### src/rtl/control_decode_stage.sv
// Decode stage between fetch and execute: RV32I/RV32M decode into a registered
// control word, with stall hold, flush, and multi-cycle holding of mul/div ops.
//
// state   | meaning
// DECODE  | accepting instructions; output register holds last decoded word
// MD_BUSY | mul/div accepted; counting execute occupancy before releasing Valid_o
module control_decode_stage #(
  parameter int DATA_WIDTH  = 32,
  parameter int ENABLE_M    = 1,
  parameter int MUL_LATENCY = 3,
  parameter int DIV_LATENCY = 34
) (
  input  logic                  clk_i,
  input  logic                  rst_i,
  input  logic [DATA_WIDTH-1:0] Instr_i,
  input  logic                  Valid_i,
  output logic                  Ready_o,
  input  logic                  Stall_i,
  input  logic                  Flush_i,
  output logic                  Valid_o,
  output logic                  RegWrite_o,
  output logic [3:0]            ALUCtrl_o,
  output logic                  ALUSrc_o,
  output logic [2:0]            ImmSrc_o,
  output logic                  MemWrite_o,
  output logic [1:0]            ResultSrc_o,
  output logic [1:0]            MemType_o,
  output logic                  MemSign_o,
  output logic                  JumpSrc_o,
  output logic [2:0]            Branch_o,
  output logic                  BranchInstr_o,
  output logic                  MulDiv_o,
  output logic [2:0]            MulDivOp_o,
  output logic                  Illegal_o
);

  localparam int MAX_LAT = (MUL_LATENCY > DIV_LATENCY) ? MUL_LATENCY : DIV_LATENCY;
  localparam int CNT_W   = $clog2(MAX_LAT + 1);
  localparam logic [CNT_W-1:0] MUL_L = CNT_W'(MUL_LATENCY);
  localparam logic [CNT_W-1:0] DIV_L = CNT_W'(DIV_LATENCY);
  localparam logic [CNT_W-1:0] ONE   = CNT_W'(1);

  typedef enum logic {DECODE, MD_BUSY} state_t;

  typedef struct packed {
    logic       reg_write;
    logic [3:0] alu_ctrl;
    logic       alu_src;
    logic [2:0] imm_src;
    logic       mem_write;
    logic [1:0] result_src;
    logic [1:0] mem_type;
    logic       mem_sign;
    logic       jump_src;
    logic [2:0] branch;
    logic       branch_instr;
    logic       mul_div;
    logic [2:0] mul_div_op;
    logic       illegal;
  } ctrl_t;

  localparam ctrl_t CTRL_RST = '{branch: 3'b010, default: '0};

  state_t           state_q, state_d;
  logic [CNT_W-1:0] cnt_q, cnt_d;
  logic             valid_q, valid_d;
  ctrl_t            ctrl_q, ctrl_d;

  ctrl_t            dec;
  logic [CNT_W-1:0] md_lat;
  logic             hold, accept;

  logic [6:0] opcode;
  logic [2:0] funct3;
  logic [6:0] funct7;

  // Register and immediate fields are consumed downstream, not here.
  logic unused_instr;
  assign unused_instr = ^Instr_i;

  assign opcode = Instr_i[6:0];
  assign funct3 = Instr_i[14:12];
  assign funct7 = Instr_i[31:25];

  // alt selects sub (funct3=000) or sra (funct3=101); ignored elsewhere.
  function automatic logic [3:0] alu_op(input logic [2:0] f3, input logic alt);
    logic [3:0] op;
    case (f3)
      3'b000:  op = alt ? 4'b0001 : 4'b0000;
      3'b001:  op = 4'b1000;
      3'b010:  op = 4'b0101;
      3'b011:  op = 4'b0110;
      3'b100:  op = 4'b0100;
      3'b101:  op = alt ? 4'b1001 : 4'b0111;
      3'b110:  op = 4'b0011;
      default: op = 4'b0010;
    endcase
    return op;
  endfunction

  function automatic logic [1:0] mem_size(input logic [2:0] f3);
    logic [1:0] t;
    case (f3[1:0])
      2'b00:   t = 2'b01;
      2'b01:   t = 2'b10;
      default: t = 2'b00;
    endcase
    return t;
  endfunction

  always_comb begin
    dec    = CTRL_RST;
    md_lat = funct3[2] ? DIV_L : MUL_L;
    case (opcode)
      7'd3: begin
        dec.reg_write  = 1'b1;
        dec.alu_src    = 1'b1;
        dec.result_src = 2'b01;
        dec.mem_type   = mem_size(funct3);
        dec.mem_sign   = funct3[2];
      end
      7'd19: begin
        dec.reg_write = 1'b1;
        dec.alu_src   = 1'b1;
        dec.alu_ctrl  = alu_op(funct3, funct7[5] && (funct3 == 3'b101));
      end
      7'd23, 7'd55: begin
        dec.reg_write = 1'b1;
        dec.alu_src   = 1'b1;
        dec.imm_src   = 3'b011;
      end
      7'd35: begin
        dec.mem_write = 1'b1;
        dec.alu_src   = 1'b1;
        dec.imm_src   = 3'b001;
        dec.mem_type  = mem_size(funct3);
      end
      7'd51: begin
        if (funct7 == 7'b0000000 || funct7 == 7'b0100000) begin
          dec.reg_write = 1'b1;
          dec.alu_ctrl  = alu_op(funct3, funct7[5]);
        end else if (funct7 == 7'b0000001 && ENABLE_M != 0) begin
          dec.reg_write  = 1'b1;
          dec.mul_div    = 1'b1;
          dec.mul_div_op = funct3;
          dec.result_src = 2'b11;
        end else begin
          dec.illegal = 1'b1;
        end
      end
      7'd99: begin
        dec.branch_instr = 1'b1;
        dec.branch       = funct3;
        dec.imm_src      = 3'b010;
        dec.alu_ctrl     = 4'b0001;
      end
      7'd103: begin
        dec.reg_write  = 1'b1;
        dec.alu_src    = 1'b1;
        dec.result_src = 2'b10;
        dec.jump_src   = 1'b1;
      end
      7'd111: begin
        dec.reg_write  = 1'b1;
        dec.alu_src    = 1'b1;
        dec.imm_src    = 3'b100;
        dec.result_src = 2'b10;
      end
      default: dec.illegal = 1'b1;
    endcase
  end

  assign hold    = (state_q == DECODE) && valid_q && Stall_i;
  assign Ready_o = (state_q == DECODE) && !(valid_q && Stall_i) && !Flush_i;
  assign accept  = Valid_i && Ready_o;

  always_comb begin
    state_d = state_q;
    cnt_d   = cnt_q;
    valid_d = valid_q;
    ctrl_d  = ctrl_q;
    if (Flush_i) begin
      valid_d = 1'b0;
      state_d = DECODE;
      cnt_d   = '0;
    end else if (state_q == MD_BUSY) begin
      cnt_d = cnt_q - ONE;
      if (cnt_q == ONE) begin
        valid_d = 1'b1;
        state_d = DECODE;
      end
    end else if (hold) begin
      valid_d = valid_q;
    end else if (accept) begin
      ctrl_d = dec;
      if (dec.mul_div && md_lat > ONE) begin
        valid_d = 1'b0;
        cnt_d   = md_lat - ONE;
        state_d = MD_BUSY;
      end else begin
        valid_d = 1'b1;
      end
    end else begin
      valid_d = 1'b0;
    end
  end

  always_ff @(posedge clk_i) begin
    if (rst_i) begin
      state_q <= DECODE;
      cnt_q   <= '0;
      valid_q <= 1'b0;
      ctrl_q  <= CTRL_RST;
    end else begin
      state_q <= state_d;
      cnt_q   <= cnt_d;
      valid_q <= valid_d;
      ctrl_q  <= ctrl_d;
    end
  end

  assign Valid_o       = valid_q;
  assign RegWrite_o    = ctrl_q.reg_write;
  assign ALUCtrl_o     = ctrl_q.alu_ctrl;
  assign ALUSrc_o      = ctrl_q.alu_src;
  assign ImmSrc_o      = ctrl_q.imm_src;
  assign MemWrite_o    = ctrl_q.mem_write;
  assign ResultSrc_o   = ctrl_q.result_src;
  assign MemType_o     = ctrl_q.mem_type;
  assign MemSign_o     = ctrl_q.mem_sign;
  assign JumpSrc_o     = ctrl_q.jump_src;
  assign Branch_o      = ctrl_q.branch;
  assign BranchInstr_o = ctrl_q.branch_instr;
  assign MulDiv_o      = ctrl_q.mul_div;
  assign MulDivOp_o    = ctrl_q.mul_div_op;
  assign Illegal_o     = ctrl_q.illegal;

endmodule

### config.mk
export PLATFORM = sky130hd
export DESIGN_NAME = control_decode_stage
export DESIGN_NICKNAME = d
export VERILOG_FILES = /design/src/rtl/control_decode_stage.sv
export SDC_FILE = /design/constraint.sdc
export NUM_CORES = 1
export LEC_CHECK = 0
export ABC_AREA = 1
export BUFFER_PORTS_ARGS = -buffer_cell sky130_fd_sc_hd__buf_2
export CAP_MARGIN = 25
export CORE_ASPECT_RATIO = 0.6
export CORE_MARGIN = 2
export CORE_UTILIZATION = 49
export DETAILED_ROUTE_END_ITERATION = 8
export GPL_ROUTABILITY_DRIVEN = 1
export PLACE_DENSITY = 0.88
export SKIP_LAST_GASP = 1
export SYNTH_ARGS = -nofsm -noshare
export SYNTH_HDL_FRONTEND = slang
export SYNTH_SLANG_ARGS = --single-unit
### constraint.sdc
create_clock -name clk_i -period 1.5 [get_ports clk_i]
set_input_delay 0.225 -clock clk_i [delete_from_list [all_inputs] [get_ports clk_i]]
set_output_delay 0.225 -clock clk_i [all_outputs]
set_load 0.01 [all_outputs]
Word-level counts from Yosys, hierarchy flattened. Cells that the tools add are included.

Register bits: 33. Output and inout port bits: 27. Word-level logic and storage cells: 112.

Add/subtract/negate cells: 2. $lt $le $gt $ge: 1. Equal/unequal tests: 21. Multiplexer cells: 42. Bitwise gates (word level): 3. Reduce and logical (&&, ||, !) cells: 26.

Operator list (number): case mux 4 bit (7 select lines) (2); two-way mux 6 bit (5); equality test 7 x 6 -> 1 bit, second input constant (4); two-way mux 4 bit (6); equality test 7 bit, second input constant (3); two-way mux 1 bit (19); equality test 7 x 5 -> 1 bit, second input constant (2); case mux 3 bit (4 select lines) (1); case mux 4 bit (3 select lines) (1); subtractor 6 x 1 -> 6 bit, second input constant (2); equality test 3 bit, second input constant (3); logical AND 1 bit (8); OR reduction 2 bit (4); OR reduction 8 bit (1); equality test 7 x 1 -> 1 bit, second input constant (1); equality test 7 x 2 -> 1 bit, second input constant (1); zero test 7 bit (1); OR reduction 7 bit (1); equality test 3 x 2 -> 1 bit, second input constant (2); equality test 6 x 1 -> 1 bit, second input constant (1); > comparator 6 x 1 -> 1 bit, second input constant (1); two-way mux 2 bit (3); case mux 2 bit (3 select lines) (1); OR reduction 6 bit (1); 16 further kinds (21).

Depth between registers and ports, before layout. Gate-level depths: netlist of run 1.

Depth in word-level cells: 9. Gate-level depth with buffers: 9.

Worst setup path after synthesis of run 1. OpenSTA, ideal clock, no wires.

Path kind: register -> register. From: register state_q. To: register ctrl_q (netlist bit ResultSrc_o[0]). Setup time: 0.116 ns. Data arrival time: 1.136 ns. Required time: 1.384 ns. Slack: 0.248 ns. Stages on the path, launching flop included: 10. Buffers on the path: 1. Cells stage by stage: dfxtp_1 -> buf_6 -> clkinv_4 -> nand3_4 -> nor2_8 -> inv_4 -> a21oi_4 -> nand2_1 -> o211ai_1 -> inv_1.

Word-level cells in the longest chain between the ends: 5.

RTL lines: start, declared (line 64) `state_t state_q, state_d;`; start signal, assigned (line 215) `state_q <= state_d;`; NOT 1 bit (no source line) *; logical AND 1 bit, on equally long branches (2 in series) (line 174, 173); logical AND 1 bit / NOT 1 bit (equally long branches); AND reduction 4 bit (no source line) *; end signal, assigned (line 218) `ctrl_q <= ctrl_d;`; end, declared (line 67) `ctrl_t ctrl_q, ctrl_d;`.

Mark *: on every way between the ends. The rest lies on a longest branch, timed or not. A chain may end at the register's enable or synchronous reset.

Final worst setup path of run 1.
From: register state_q. To: output port Ready_o.

Word-level cells in the longest chain between the ends: 3.

RTL lines: NOT 1 bit (no source line); logical AND 1 bit (2 in series) (line 174) `assign Ready_o = (state_q == DECODE) && !(valid_q && Stall_i) && !Flush_i;`; end, declared (line 17) `output logic Ready_o,`.

No other way between the ends.

==> results.py, run 1 <==
metrics = {
    "drt": {
        "drtPass1Iterations": 5,
        "dr_total_vias": 1844,
        "drt_iter0_markers": 166,
        "avgViaCountPerCell": 5.14,
        "wirelength_mm": 4.26,
        "drc_errors": 0,
        "ant_nets": 0,
        "wire_per_inst_um": 11.9,
    },
    "sta": {
        "setup_violations": 0,
        "clock_skew_ns": 0.0108,
        "relSlewSlack_pct": 74.2,
        "maxSlewViolCount": 0,
        "fin_tns_setup_ns": 0,
        "hold_viol_final": 0,
        "grt_setup_unrepaired": "no",
        "worst_pin_slew_ns": 0.384,
        "finalCritPeriodShare_pct": 89.5,
        "holdWs_ns": 0.257,
        "min_period_ns": 1.34,
        "fmax_mhz": 745,
    },
    "place": {
        "place_inst": 352,
        "portBuffers": 48,
        "dpl_cell_area_um2": 2090,
        "post-dp-hpwl_mm": 3.31,
        "gp_congestion": 0.886,
    },
    "die": {
        "start_util_pct": 53.2,
        "rows": 16,
        "dieArea_um2": 4190,
        "ios": 64,
        "die_y_um": 51.0,
        "dieWidth_um": 82.3,
        "design.core.area_um2": 3380,
    },
    "critical_path": {
        "critPathLaunchType": "flip-flop",
        "cp_max_fo": 10,
        "r2r-start": "cnt_q[0]",
        "worstSetupStartpoint": "state_q",
        "end_kind": "output port",
        "critPathRequiredTime_ns": 1.27,
        "worst-setup-path-type": "reg -> out",
        "cp.arrival_ns": 1.12,
    },
    "power_and_ir_drop": {
        "powerDensity_nw_per_um2": 826,
        "p_total_mw": 1.80,
        "vdd_drop_max_v": 0.000516,
        "cellLeakagePower_nw": 1.06,
    },
    "global_routing": {
        "met1_usage_pct": 31.4,
        "grt_max_degree": 17,
        "met3_usage_pct": 6.36,
        "busiest_layer": "met2",
        "met2_usage_pct": 31.5,
        "antenna_found_initial": 0,
        "grt_pass1_vias": 1558,
        "grt-ovfl-total": 0,
        "grt_usage_pct": 21.8,
        "grt_pass1_wl_mm": 7.00,
    },
    "clock_tree": {
        "cts_sinks": 33,
        "cts_buffers": 5,
        "h-tree-depth": 2,
        "cts_resized": 0,
        "hold_buffers": 0,
        "cts_tree": "done",
        "cts_root_buf": "clkbuf_8",
        "post-cts-setup-buffer-count": 0,
        "clock_latency_ns": 0.28,
        "max-clock-path-buffers": 2,
        "clk_pin_slew_ns": 0.07,
    },
    "synth": {
        "ys_ff_latch": 33,
        "syn_nets": 300,
        "seq_area_frac_synth_pct": 36.7,
        "synth_area_um2": 1800,
        "syn_avg_cell_area_um2": 6.90,
        "synth_cells": 261,
        "yosysTopAreaCell": "dfxtp_1",
        "yosysWarnings": 0,
        "yosysTopAreaCellShare_pct": 36.7,
        "synth.distinct_cells": 37,
        "synth_area_leaders": "dfxtp_1 37%, nand2_1 14%, nand3_1 6.7%",
    },
    "finish": {
        "area_growth_pct": 20.9,
        "most-common-layout-cells": "66 x nand2_1, 48 x buf_2, 33 x dfxtp_1, 30 x nor2_1, 27 x inv_1",
        "final_cells": 359,
        "drive_gt1_share_pct": 23.9,
        "antenna_cells": 0,
        "fin_area_um2": 2180,
        "layout_commonest_cell": "nand2_1",
        "nets": 353,
    },
    "worst_hold_path": {
        "hp-class": "in -> reg",
        "hold_start": "Instr_i[12]",
    },
    "run": {
        "maxCapViolCount": 0,
    },
    "outcome": {
        "status": "finished clean",
    },
}
sequential cells by signal (all words and copies together) (netlist names), 2 cells and up:
name,flops
MemType_o,2
MulDivOp_o,3
ALUCtrl_o,4
ImmSrc_o,3
Branch_o,3
ResultSrc_o,2
cnt_q,6
path summary, 6_finish.rpt:
path | to | slack (ns) | cells after the start
hold / removal | MulDivOp_o[0] | 0.26 | 3
hold reg to reg | ALUCtrl_o[1] | 0.46 | 2
setup / recovery | Ready_o | 0.16 | 4
setup reg to reg | cnt_q[2] | 0.18 | 5
critical path, stage by stage (launching register included):
cell,delay (ns)
dfxtp_1,0.39
clkinv_4,0.13
nand3_4,0.13
inv_1,0.05
buf_2,0.13
layout make-up:
type / instances / area [um2]
clock inverters: 1 / 7.51
fillers: 315 / 1210
well taps: 45 / 56.3
inverters: 32 / 128
multi-input cells: 188 / 957
flip-flops and latches: 33 / 661
clock buffers: 6 / 82.6
repair buffers: 54 / 285
cells in the mapped netlist:
| cell type | instances |
|---|---|
| nand2_1 | 66 |
| dfxtp_1 | 33 |
| nor2_1 | 30 |
| inv_1 | 27 |
| nand3_1 | 24 |
| a21oi_1 | 22 |
| o21ai_0 | 12 |
| nand4_1 | 5 |
| nor3_1 | 5 |
| nand3_4 | 3 |
| buf_4 | 2 |
| buf_6 | 2 |
| clkbuf_1 | 2 |
| ha_1 | 2 |
| inv_2 | 2 |
| nor2_8 | 2 |
| o211ai_1 | 2 |
| a21oi_4 | 1 |
| a22oi_1 | 1 |
| a31oi_1 | 1 |
| and2_1 | 1 |
| buf_2 | 1 |
| clkbuf_2 | 1 |
| clkinv_1 | 1 |
| clkinv_4 | 1 |
| inv_4 | 1 |
| nand2_2 | 1 |
| nand2_4 | 1 |
| nand3b_1 | 1 |
| nor2_2 | 1 |
| nor4_1 | 1 |
| o211a_1 | 1 |
| o21a_1 | 1 |
| o21ai_1 | 1 |
| o22ai_1 | 1 |
| or2_2 | 1 |
| xnor2_1 | 1 |
logic make-up after synthesis:
kind of cell             synth area share, %
AND/OR/NAND/NOR                         37.7
AO/OA/AOI/OAI                           13.6
buffers and inverters                   10.1
flip-flops                              36.7
adder cells (fa/ha/maj)                 1.39
XOR/XNOR                               0.487
routing by layer:
| layer | vias to the layer above | wire length, um | share of wire [%] |
|---|---|---|---|
| met3 | 5 | 383 | 9.0 |
| li1 | 952 | - | - |
| met1 | 819 | 2130 | 50 |
| met4 | 0 | 33 | 0.77 |
| met2 | 68 | 1710 | 40 |
| met5 | - | 0 | 0 |
stage by stage:
stage | utilization, % | setup slack (ns)
4_1_cts | 64.3 | 0.152
3_5_place_dp | 61.7 | 0.152
2_1_floorplan | - | 0.248
3_3_place_gp | 61.7 | 0.180
6_report | 64.3 | 0.157
5_1_grt | 64.3 | 0.0406
power by group:
| group | leakage (nW) | internal [mW] | switching (mW) |
|---|---|---|---|
| Sequential | 0.267 | 0.892 | 0.00856 |
| Combinational | 0.751 | 0.0769 | 0.135 |
| Clock | 0.0433 | 0.363 | 0.322 |
| Total | 1.06 | 1.33 | 0.466 |
No activity file was read; power rests on OpenSTA's default activity.
==> run 2, diff against run 1 <==
--- a/config.mk
+++ b/config.mk
@@ -9,11 +9,11 @@
 export BUFFER_PORTS_ARGS = -buffer_cell sky130_fd_sc_hd__buf_2
 export CAP_MARGIN = 25
 export CORE_ASPECT_RATIO = 0.6
-export CORE_MARGIN = 2
+export CORE_MARGIN = 10
 export CORE_UTILIZATION = 49
 export DETAILED_ROUTE_END_ITERATION = 8
 export GPL_ROUTABILITY_DRIVEN = 1
-export PLACE_DENSITY = 0.88
+export PLACE_DENSITY = 0.81
 export SKIP_LAST_GASP = 1
 export SYNTH_ARGS = -nofsm -noshare
 export SYNTH_HDL_FRONTEND = slang
==> run 2 against run 1 <==
  * Sequential cell count unchanged
  * Critical endpoint is now ALUSrc_o
  * Critical path type is now reg -> reg
  * Global-route usage decreased by 7.1 points
  * Fmax increased by 0.54%
  * Critical path depth increased by 3
  * Sequential power about the same
  * Largest power group unchanged
==> results.py, run 2 (synthesis results as in run 1) <==
metrics = {
    "outcome": {
        "status": "finished clean",
    },
    "drt": {
        "wirelength_mm": 4.80,
        "dr_total_vias": 1827,
        "drt_iter0_markers": 156,
        "avgViaCountPerCell": 5.09,
        "drc_errors": 0,
        "wire_per_inst_um": 13.4,
        "drtPass1Iterations": 5,
        "ant_nets": 0,
    },
    "clock_tree": {
        "h-tree-depth": 2,
        "max-clock-path-buffers": 2,
        "cts_sinks": 33,
        "cts_tree": "done",
        "post-cts-setup-buffer-count": 0,
        "cts_resized": 0,
        "cts_buffers": 5,
        "clk_pin_slew_ns": 0.06,
        "hold_buffers": 0,
        "clock_latency_ns": 0.28,
        "cts_root_buf": "clkbuf_8",
    },
    "worst_hold_path": {
        "hp-class": "in -> reg",
    },
    "finish": {
        "largest_reg_flops": 6,
        "fin_util_pct": 64.2,
        "final_cells": 359,
        "most-common-layout-cells": "66 x nand2_1, 48 x buf_2, 33 x dfxtp_1, 30 x nor2_1, 27 x inv_1",
        "nets": 353,
        "layout_commonest_cell": "nand2_1",
        "area_growth_pct": 20.7,
        "drive_gt1_share_pct": 23.6,
        "regMostFlops": "cnt_q",
        "antenna_cells": 0,
    },
    "critical_path": {
        "path_delay_family": "simple AND/OR/NAND/NOR gates",
        "cp_max_fo": 17,
        "worst-setup-path-type": "reg -> reg",
        "end_kind": "flip-flop",
        "cp.buffers_inverters": 1,
        "crit_top_cell": "nand2_1",
        "critPathMaxStageDelay_ns": 0.32,
        "critPathLaunchType": "flip-flop",
        "crit_chain": "nand2_1 -> nand3_4 -> nor2_8 -> buf_4 -> nand2_1 -> nor2_1 -> a21oi_1",
        "cp.arrival_ns": 1.50,
        "critPathRequiredTime_ns": 1.67,
        "critPathSlowestCell": "dfxtp_1",
    },
    "power_and_ir_drop": {
        "swShare_pct": 25.1,
        "vdd_drop_max_v": 0.000425,
        "powerDensity_nw_per_um2": 818,
        "p_int_mw": 1.33,
        "cellLeakagePower_nw": 1.06,
        "sequentialPowerShare_pct": 50.7,
        "p_comb_share_pct": 11.8,
        "p_total_mw": 1.78,
        "p_clk_share_pct": 37.5,
        "p_sw_mw": 0.447,
    },
    "global_routing": {
        "grt_max_degree": 19,
        "grt_pass1_vias": 1671,
        "grt-ovfl-total": 0,
        "antenna_found_initial": 0,
        "grt_usage_pct": 14.7,
        "grt_pass1_wl_mm": 7.98,
    },
    "place": {
        "post-dp-hpwl_mm": 3.86,
        "place_inst": 352,
        "gp_congestion": 0.928,
        "portBuffers": 48,
    },
    "sta": {
        "fin_tns_setup_ns": 0,
        "fmax_mhz": 749,
        "grt_setup_unrepaired": "no",
        "setup_violations": 0,
        "clock_skew_ns": 0.00280,
        "min_period_ns": 1.34,
        "relSlewSlack_pct": 74.9,
        "worst_pin_slew_ns": 0.375,
        "maxSlewViolCount": 0,
        "finalCritPeriodShare_pct": 89.0,
        "hold_viol_final": 0,
        "holdWs_ns": 0.258,
    },
    "die": {
        "rows": 16,
        "start_util_pct": 53.2,
        "dieArea_um2": 6580,
        "design.core.area_um2": 3380,
        "die_y_um": 67.0,
        "dieWidth_um": 98.3,
        "ios": 64,
    },
    "run": {
        "maxCapViolCount": 0,
    },
}
## run 2: final timing paths
| check | startpoint | to | slack [ns] | cells after the start |
|---|---|---|---|---|
| worst max-delay path | Valid_o | ALUSrc_o | 0.16 | 7 |
| worst min-delay path | Instr_i[13] | MulDivOp_o[1] | 0.26 | 3 |
| worst max register to register | Valid_o | ALUSrc_o | 0.16 | 7 |
| worst min register to register | MemType_o[1] | MemType_o[1] | 0.46 | 2 |
## run 2: routing by layer
layer	vias up	part of all wire (%)	track usage, %	routed length (um)
met1	807	52	19.9	2520
met4	0	0.85	4.98	41
met3	5	8.9	5.56	428
li1	954	-	-	-
met2	61	38	20.7	1820
met5	-	0	0	0
## run 2: power groups by stage
stage	sequential, mW	combinational (mW)	clock [mW]
floorplan	0.927	0.123	0
detailed placement	0.921	0.209	0
global placement	0.920	0.207	0
CTS	0.901	0.210	0.679
global route	0.903	0.236	0.737
finish	0.902	0.210	0.666
## run 2: final cells by class
type	count	area, um2
Multi-Input combinational cell	188	957
Fill cell	318	1210
Sequential cell	33	661
Clock buffer	7	86.3
Timing Repair Buffer	54	285
Inverter	32	128
Tap cell	45	56.3
## run 2: per-stage QoR
stage / setup WS [ns] / cell area, um2
finish: 0.164 / 2170
global route: 0.0841 / 2170
CTS: 0.182 / 2170
detailed placement: 0.166 / 2090
global placement: 0.181 / 2090
floorplan: 0.248 / 1800
## run 2: worst register-to-register path, stage by stage, from the launching register on
cell	delay, ns
dfxtp_1	0.32
nand2_1	0.12
nand3_4	0.11
nor2_8	0.16
buf_4	0.23
nand2_1	0.07
nor2_1	0.14
a21oi_1	0.08
==> run 3, diff against run 2 <==
--- a/config.mk
+++ b/config.mk
@@ -5,12 +5,12 @@
 export SDC_FILE = /design/constraint.sdc
 export NUM_CORES = 1
 export LEC_CHECK = 0
-export ABC_AREA = 1
+export ABC_AREA = 0
 export BUFFER_PORTS_ARGS = -buffer_cell sky130_fd_sc_hd__buf_2
 export CAP_MARGIN = 25
 export CORE_ASPECT_RATIO = 0.6
 export CORE_MARGIN = 10
-export CORE_UTILIZATION = 49
+export CORE_UTILIZATION = 48
 export DETAILED_ROUTE_END_ITERATION = 8
 export GPL_ROUTABILITY_DRIVEN = 1
 export PLACE_DENSITY = 0.81
==> run 3 against run 2 <==
  * The run now ends with setup timing left
  * Clock power fell by 4.7%
  * Routed wire length increased by 9.9%
  * Worst hold slack gained 0.0075 ns
  * Critical path type unchanged
  * Critical endpoint is now Valid_o
==> results.py, run 3 <==
metrics = {
    "outcome": {
        "status": "complete, but fails checks",
        "violations": "setup timing",
    },
    "drt": {
        "avgViaCountPerCell": 5.62,
        "dr_total_vias": 1809,
        "drtPass1Iterations": 5,
        "ant_nets": 0,
        "drt_iter0_markers": 116,
        "wirelength_mm": 5.28,
        "drc_errors": 0,
        "wire_per_inst_um": 16.4,
    },
    "global_routing": {
        "met1_usage_pct": 19.5,
        "grt_usage_pct": 16.1,
        "grt-ovfl-total": 0,
        "busiest_layer": "met2",
        "grt_pass1_vias": 1776,
        "met3_usage_pct": 8.39,
        "grt_max_degree": 15,
        "met2_usage_pct": 24.5,
        "grt_pass1_wl_mm": 8.14,
        "antenna_found_initial": 0,
    },
    "run": {
        "maxCapViolCount": 0,
    },
    "clock_tree": {
        "cts_sinks": 33,
        "h-tree-depth": 2,
        "cts_root_buf": "clkbuf_8",
        "cts_buffers": 5,
        "cts_tree": "done",
        "max-clock-path-buffers": 2,
        "clock_latency_ns": 0.29,
        "clk_pin_slew_ns": 0.06,
    },
    "power_and_ir_drop": {
        "powerDensity_nw_per_um2": 751,
        "p_total_mw": 1.78,
        "cellLeakagePower_nw": 0.995,
        "vdd_drop_max_v": 0.000578,
    },
    "critical_path": {
        "critPathLaunchType": "flip-flop",
        "ff2ff_path_depth": 7,
        "worst-setup-path-type": "reg -> reg",
        "end_kind": "flip-flop",
        "cp.arrival_ns": 1.80,
        "r2r-start": "cnt_q[1]",
        "cp_max_fo": 3,
        "endpoint": "Valid_o",
        "worstSetupStartpoint": "cnt_q[1]",
        "rr_endpoint": "Valid_o",
        "critPathRequiredTime_ns": 1.73,
        "ff2ff_setup_slack_ns": -0.07,
    },
    "sta": {
        "holdWs_ns": 0.265,
        "relSlewSlack_pct": 77.2,
        "fin_tns_setup_ns": -0.178,
        "clock_skew_ns": 0.00510,
        "fmax_mhz": 636,
        "maxSlewViolCount": 0,
        "layout_setup_ws_ns": -0.0732,
        "worst_pin_slew_ns": 0.342,
        "hold_viol_final": 0,
        "grt_setup_unrepaired": "yes",
        "setup_violations": 3,
        "min_period_ns": 1.57,
        "finalCritPeriodShare_pct": 105,
    },
    "synth": {
        "synth.most_common_cell": "dfxtp_1",
        "yosysTopAreaCell": "dfxtp_1",
        "ys_ff_latch": 33,
        "synth_edf_count": 0,
        "syn_nets": 235,
        "seq_area_frac_synth_pct": 39.4,
        "synthFlopType": "dfxtp_1",
        "synth_area_leaders": "dfxtp_1 39%, nand2_1 4.7%, a21oi_1 4.2%",
        "yosysTopAreaCellShare_pct": 39.4,
        "yosysWarnings": 0,
        "syn_avg_cell_area_um2": 8.56,
        "synthArstFlopShare_pct": 0,
        "synth.distinct_cells": 56,
        "synth_area_um2": 1680,
        "yosys-top-cells-count": "33 x dfxtp_1, 21 x nand2_1, 15 x nor2_1, 14 x a21oi_1",
        "synth_cells": 196,
    },
    "die": {
        "ios": 64,
        "dieArea_um2": 6340,
        "start_util_pct": 50.8,
        "die_y_um": 65.8,
        "dieWidth_um": 96.3,
        "rows": 16,
        "design.core.area_um2": 3300,
    },
    "finish": {
        "area_growth_pct": 41.5,
        "fin_area_um2": 2370,
        "fillCellCount": 247,
        "largest_reg_flops": 6,
        "layout_commonest_cell": "buf_2",
        "most-common-layout-cells": "48 x buf_2, 38 x buf_4, 31 x dfxtp_1, 20 x nand2_1, 15 x nor2_1",
        "nets": 315,
        "regArea_um2": 663,
        "drive_gt1_share_pct": 41.5,
        "antenna_cells": 0,
        "multi_input_area_um2": 1010,
        "regMostFlops": "cnt_q",
        "final_cells": 322,
    },
    "worst_hold_path": {
        "hold_depth": 3,
        "hp-class": "in -> reg",
    },
    "place": {
        "post-dp-hpwl_mm": 4.00,
        "portBuffers": 48,
        "gp_congestion": 0.904,
        "dpl_cell_area_um2": 2160,
        "place_inst": 308,
    },
}
[run 3: cell count changes after synthesis, sizes merged, moves of 9 or more]
cell / change
a21oi: -9
nand2: -47
inv: -24
nand3: -22
o21ai: -11
nor2: -18
[run 3: metal layers]
metal | up-vias | part of all wire, %
li1 | 886 | -
met4 | 0 | 0.78
met2 | 82 | 41
met1 | 836 | 45
met3 | 5 | 13
met5 | - | 0
[run 3: cells by family (layout without fill, tap and decap cells)]
group                      Yosys count  count (layout)  synth area share [%]
AOI/OAI and AO/OA                   52              52                  24.4
xor gates and xnor gates             1               1                 0.522
adders and majority gates            2               2                  1.49
buffers and inverters               20             101                  5.00
DFF                                 33              33                  39.4
and+or+nand+nor                     88              88                  29.2
[run 3: layout make-up]
| cell class | instances | area share, % |
|---|---|---|
| Sequential cell | 33 | 27.9 |
| Inverter | 6 | 0.949 |
| Clock buffer | 8 | 3.37 |
| Timing Repair Buffer | 87 | 22.6 |
| Multi-Input combinational cell | 143 | 42.8 |
| Tap cell | 45 | 2.37 |
[run 3: timing repair]
item	CTS	global route
setup buffers	1	5
hold buffers	0	0
resized for setup	9	10
pin swaps	4	7
setup endpoints to repair	8	32
[run 3: worst max-delay path, cell delays in order, from the launching register on]
cell	delay, ns
dfxtp_2	0.33
inv_2	0.07
ha_4	0.13
or3b_4	0.38
nor4_4	0.24
buf_4	0.15
o22a_1	0.11
o21ba_1	0.11
[run 3: metrics by stage]
step / setup WS, ns / utilization [%]
2_1_floorplan: -0.0120 / -
3_3_place_gp: -0.113 / 65.4
3_5_place_dp: -0.142 / 65.4
4_1_cts: -0.0716 / 69.1
5_1_grt: -0.139 / 71.9
6_report: -0.0732 / 71.9
[run 3: worst min-delay path by stage]
| stage | startpoint | to | slack (ns) |
|---|---|---|---|
| 6_report | Instr_i[5] | ImmSrc_o[0] | 0.27 |
| 5_1_grt | Instr_i[5] | ResultSrc_o[0] | 0.28 |
| 4_1_cts | Instr_i[5] | ImmSrc_o[0] | 0.26 |
| 3_5_place_dp | BranchInstr_o | BranchInstr_o | 0.44 |
| 3_3_place_gp | MemType_o[0] | MemType_o[0] | 0.44 |
| 2_1_floorplan | Instr_i[0] | Illegal_o | 0.35 |
[run 3: power by group]
group          switching, mW  leakage (nW)  total (mW)  internal (mW)
sequential           0.00612         0.268       0.894          0.888
clock                  0.305        0.0395       0.635          0.329
combinational          0.144         0.688       0.255          0.111
total                  0.455         0.995        1.78           1.33
